--- config.mk ---
export PLATFORM = sky130hd
export DESIGN_NAME = regbank_bus_arbiter
export DESIGN_NICKNAME = d
export VERILOG_FILES = /design/src/rtl/regbank_bus_arbiter.sv
export SDC_FILE = /design/constraint.sdc
export NUM_CORES = 1
export LEC_CHECK = 0
export ABC_AREA = 0
export BUFFER_PORTS_ARGS = -buffer_cell sky130_fd_sc_hd__clkbuf_2
export CORE_AREA = 2 2 87 89
export CTS_CLUSTER_SIZE = 40
export DETAILED_ROUTE_END_ITERATION = 10
export DIE_AREA = 0 0 89 91
export HOLD_SLACK_MARGIN = 0.08
export PLACE_DENSITY_LB_ADDON = 0.25
export REMOVE_ABC_BUFFERS = 1
export SETUP_SLACK_MARGIN = 0.02
export SLEW_MARGIN = 20
export SYNTH_ARGS = -nofsm -noshare
export SYNTH_HDL_FRONTEND = slang
export SYNTH_SLANG_ARGS = --single-unit
export TNS_END_PERCENT = 10
--- constraint.sdc ---
create_clock -name clk -period 5 [get_ports clk]
set_input_delay 1 -clock clk [delete_from_list [all_inputs] [get_ports clk]]
set_output_delay 1 -clock clk [all_outputs]
set_load 0.03 [all_outputs]
--- src/rtl/regbank_bus_arbiter.sv ---
// regbank_bus_arbiter: round-robin sequencer sharing a tri-state register bank among requesters,
// with registered outputs and a mandatory turnaround cycle between read selects.
module regbank_bus_arbiter #(
    parameter int NrOfReq  = 4,
    parameter int NrOfRegs = 8,
    parameter int AddrBits = 3
) (
    input  logic                        clk,
    input  logic                        rst_n,
    input  logic [NrOfReq-1:0]          req,
    input  logic [NrOfReq-1:0]          we,
    input  logic [NrOfReq*AddrBits-1:0] addr,
    output logic [NrOfReq-1:0]          gnt,
    output logic [2:0]                  gnt_idx,
    output logic [NrOfRegs-1:0]         reg_we,
    output logic [NrOfRegs-1:0]         reg_cs,
    output logic                        rd_valid,
    output logic                        done,
    output logic                        err
);
    localparam int IW = (NrOfReq > 1) ? $clog2(NrOfReq) : 1;

    typedef enum logic [2:0] {IDLE, GRANT, WRITE, RD_DRIVE, RD_SAMPLE, RELEASE} state_t;

    state_t                state, state_n;
    logic [2:0]            ptr, ptr_n, pick, idx_n;
    logic [3:0]            off, sum;
    logic [2*NrOfReq-1:0]  rot;
    logic [AddrBits-1:0]   addr_arr [NrOfReq];
    logic                  op_we, we_n, req_cur, bad_n;
    logic [AddrBits-1:0]   op_addr, addr_n;
    logic [NrOfReq-1:0]    gnt_d;
    logic [NrOfRegs-1:0]   sel_n, reg_we_d, reg_cs_d;
    logic                  rd_valid_d, done_d, err_d;

    // Rotate requests so the pointer sits at bit 0; the lowest set bit is the winner.
    always_comb begin
        rot = {req, req} >> ptr;
        off = '0;
        for (int k = NrOfReq - 1; k >= 0; k--)
            if (rot[k]) off = 4'(k);
        sum  = {1'b0, ptr} + off;
        pick = (sum >= 4'(NrOfReq)) ? 3'(sum - 4'(NrOfReq)) : sum[2:0];
        for (int i = 0; i < NrOfReq; i++)
            addr_arr[i] = addr[i*AddrBits +: AddrBits];
    end

    assign req_cur = req[gnt_idx[IW-1:0]];

    always_comb begin
        state_n = state;
        ptr_n   = ptr;
        idx_n   = gnt_idx;
        we_n    = op_we;
        addr_n  = op_addr;
        case (state)
            IDLE: if (|req) begin
                state_n = GRANT;
                idx_n   = pick;
                we_n    = we[pick[IW-1:0]];
                addr_n  = addr_arr[pick[IW-1:0]];
            end
            GRANT:     state_n = (err || !req_cur) ? RELEASE : (op_we ? WRITE : RD_DRIVE);
            WRITE:     state_n = RELEASE;
            RD_DRIVE:  state_n = req_cur ? RD_SAMPLE : RELEASE;
            RD_SAMPLE: state_n = RELEASE;
            RELEASE: begin
                state_n = IDLE;
                ptr_n   = (gnt_idx == 3'(NrOfReq - 1)) ? 3'd0 : gnt_idx + 3'd1;
            end
            default:   state_n = IDLE;
        endcase
    end

    // Outputs are computed for the state being entered, so every output leaves a flop.
    always_comb begin
        bad_n      = int'(addr_n) >= NrOfRegs;
        sel_n      = NrOfRegs'(1) << addr_n;
        gnt_d      = (state_n == GRANT || state_n == WRITE || state_n == RD_DRIVE || state_n == RD_SAMPLE)
                     ? NrOfReq'(1) << idx_n : '0;
        reg_we_d   = (state_n == WRITE) ? sel_n : '0;
        reg_cs_d   = (state_n == RD_DRIVE || state_n == RD_SAMPLE) ? ~sel_n : '1;
        rd_valid_d = state_n == RD_SAMPLE;
        err_d      = state_n == GRANT && bad_n;
        done_d     = state_n == WRITE || state_n == RD_SAMPLE || err_d;
    end

    always_ff @(posedge clk or negedge rst_n) begin
        if (!rst_n) begin
            state    <= IDLE;
            ptr      <= '0;
            gnt_idx  <= '0;
            op_we    <= 1'b0;
            op_addr  <= '0;
            gnt      <= '0;
            reg_we   <= '0;
            reg_cs   <= '1;
            rd_valid <= 1'b0;
            done     <= 1'b0;
            err      <= 1'b0;
        end else begin
            state    <= state_n;
            ptr      <= ptr_n;
            gnt_idx  <= idx_n;
            op_we    <= we_n;
            op_addr  <= addr_n;
            gnt      <= gnt_d;
            reg_we   <= reg_we_d;
            reg_cs   <= reg_cs_d;
            rd_valid <= rd_valid_d;
            done     <= done_d;
            err      <= err_d;
        end
    end
endmodule

==> impl_metrics.ini <==
[layout]
areaGrowthSynthToFinish_pct = 25.3
layoutNonFillerInstCount = 308
diodes = 0
drive_gt1_share_pct = 34.0
layout_common_cells = clkbuf_2, dfrtp_1, nand2_1
finalNetCount = 234
layout_commonest_cell = clkbuf_2

[placed_design]
portBuffers = 46
placed_cells = 300
gp_congestion = 0.816
place_ws_ns = 1.40
dp_hpwl_mm = 3.01

[sta]
slew_headroom_pct = 42.5
setup_tns_ns = 0
timing.hold.ws_ns = 0.538
drv_slew = 0
setup_viol = 0
rsz0062_at_grt = false
min_period_over_period_pct = 65.8
tightest_slew_ns = 0.863
fin_worst_skew_ns = 0.00497
clock.fmax_mhz = 304
fin_crit_ns = 3.29
setup_slack_ns = 1.71
finalHoldViolCount = 0

[clock_tree]
root_buffer = clkbuf_8
cts_htree_levels = 2
cts_hold_buf = 0
cts_resized = 0
cts_made_buffers = 5
cts_tree = built
post-cts-setup-buffers = 0
clkLatencyLatePin_ns = 0.28
clock-sinks = 35
clockBufferDepth = 2
clkTransAtPathRegs_ns = 0.07

[yosys]
yosysUniqueCellTypes = 47
syn-mean-instance-area_um2 = 10.9
synth_top_family_by_area = simple AND/OR/NAND/NOR gates
synth_adder_area_share_pct = 3.31
ys_seq_elements = 35
ys_warn_count = 0
synth_flop_cell = dfrtp_1
synth_mux_area_share_pct = 11.3
synth_seq_area_share_pct = 51.0
synthXorXnorAreaFrac_pct = 0
synth-compound-area-share_pct = 11.2
synth_area_um2 = 1740
synth_cells = 160
synth-async-reset-ratio_pct = 100
synth_edf_count = 0
synthSimpleGateAreaFrac_pct = 19.4

[routing]
viasPerCell = 4.34
first_pass_iters = 4
final_antenna_net_count = 0
initialDrtViolationCount = 30
wl_per_cell_um = 13.0
route.detailed.drc = 0
vias = 1338
routed_wl_mm = 4.01

[worst_setup_path]
crit_family = adder cells
crit_fanout = 6
worstPathArrival_ns = 3.50
crit_required_ns = 5.21
setup.worst_path.start_class = input pin
critical_path_class = in -> reg
cpMaxStageDelayCell = fa_1
endpoint_kind = register
path_cells = clkbuf_2 > nor2b_1 > a21o_1 > o21ai_0 > o2bb2ai_1 > ha_1 > fa_1 > mux4_2 > nand2b_1 > mux2_2 > nor2_1
path_buf_inv = 1
max_stage_delay_ns = 0.62

[flow_run]
cap_violations = 0

[global_route]
grt_pass1_wl_mm = 6.51
antenna_found_initial = 0
grt_overflow_total = 0
track_usage_pct = 10.5
grt_max_degree = 36
grt_pass1_vias = 1339

[outcome]
status = finished, final reports clean

[power_and_ir_drop]
switching_share_pct = 42.4
pwr-share-clk_pct = 18.7
switching_power_w = 0.000573
p_leak_nw = 1.02
p_comb_share_pct = 49.0
seq_power_share_pct = 32.3
powerDensity_nw_per_um2 = 621
p_int_w = 0.000779
peakVddDrop_v = 0.000223
power_w = 0.00135

[die]
std_cell_rows = 31
dieArea_um2 = 8100
initial_core_util_pct = 24.4
die_x_um = 89
die_h_um = 91
boundaryPins = 48
fp.coreArea_um2 = 7140

[min_path]
hold_path.class = reg -> reg
-- cells in the mapped netlist (2+ instances only) --
master	instances	area, um2
a21o_1	2	15.0
a21oi_1	4	20.0
and3b_1	2	17.5
buf_4	2	15.0
clkbuf_1	2	7.51
dfrtp_1	27	676
dfstp_2	8	210
ha_1	3	37.5
inv_1	9	33.8
mux2_2	2	22.5
mux2i_1	5	50.1
mux4_2	5	113
nand2_1	26	97.6
nand2b_1	6	37.5
nand3_1	2	10.0
nor2_1	11	41.3
nor2b_1	4	25.0
nor3_1	3	15.0
nor3b_1	2	15.0
o21ai_0	5	25.0
o31ai_1	4	30.0
-- cell type report --
class	instances	area, um2
multi-input cells	111	791
repair buffers	46	230
clock inverters	3	43.8
well taps	99	124
clock buffers	5	68.8
fillers	775	4960
flip-flops and latches	35	886
inverters	9	33.8
-- tightest hold or removal path, stage by stage, from the launching register on --
cell,delay [ns]
dfrtp_1,0.39
nand2_1,0.06
nand2_1,0.06
-- metal layers --
metal	GRT usage [%]	vias up	share of wire, %
met5	0	-	0
met4	3.36	0	1.2
met3	2.82	5	5.1
met2	16.0	36	47
met1	14.3	636	47
li1	-	661	-
-- worst paths after layout --
path	to	slack (ns)	start	depth (start not counted)
min	op_we	0.54	op_we	2
min reg2reg	op_we	0.54	op_we	2
max reg2reg	reg_we[2]	2.10	ptr[0]	10
min in group asynchronous	reg_we[5]	0.82	rst_n	1
max in group asynchronous	reg_we[4]	3.65	rst_n	1
max	reg_we[2]	1.71	req[2]	11
-- cell families (layout without fill, tap and decap cells) --
kind of cell / count (synthesis) / count (layout)
buf+inv: 14 / 63
fa+ha+maj: 4 / 4
other cells: 1 / 1
compound gates: 28 / 28
simple gates: 65 / 65
flops: 35 / 35
mux: 13 / 13
-- power by group through the flow --
stage	clock network (W)	logic (W)	registers, W
2_1_floorplan	0	0.000443	0.000499
3_3_place_gp	0	0.000661	0.000444
3_5_place_dp	0	0.000666	0.000444
4_1_cts	0.000264	0.000671	0.000439
5_1_grt	0.000272	0.000737	0.000452
6_report	0.000253	0.000662	0.000437
-- state kept, by name, indices dropped and copies added, names as in the netlist --
| signal | flops |
|---|---|
| reg_cs | 8 |
| reg_we | 8 |
| gnt | 4 |
| gnt_idx | 3 |
| op_addr | 3 |
| ptr | 3 |
| state | 3 |
| done | 1 |
| op_we | 1 |
| rd_valid | 1 |
-- stage by stage --
stage               instance area, um2  util [%]
floorplan                         1710         -
global placement                  2060      28.9
detailed placement                2060      28.9
CTS                               2180      30.5
global route                      2180      30.5
finish                            2180      30.5
Note: power is estimated with default switching activity, not from simulation.
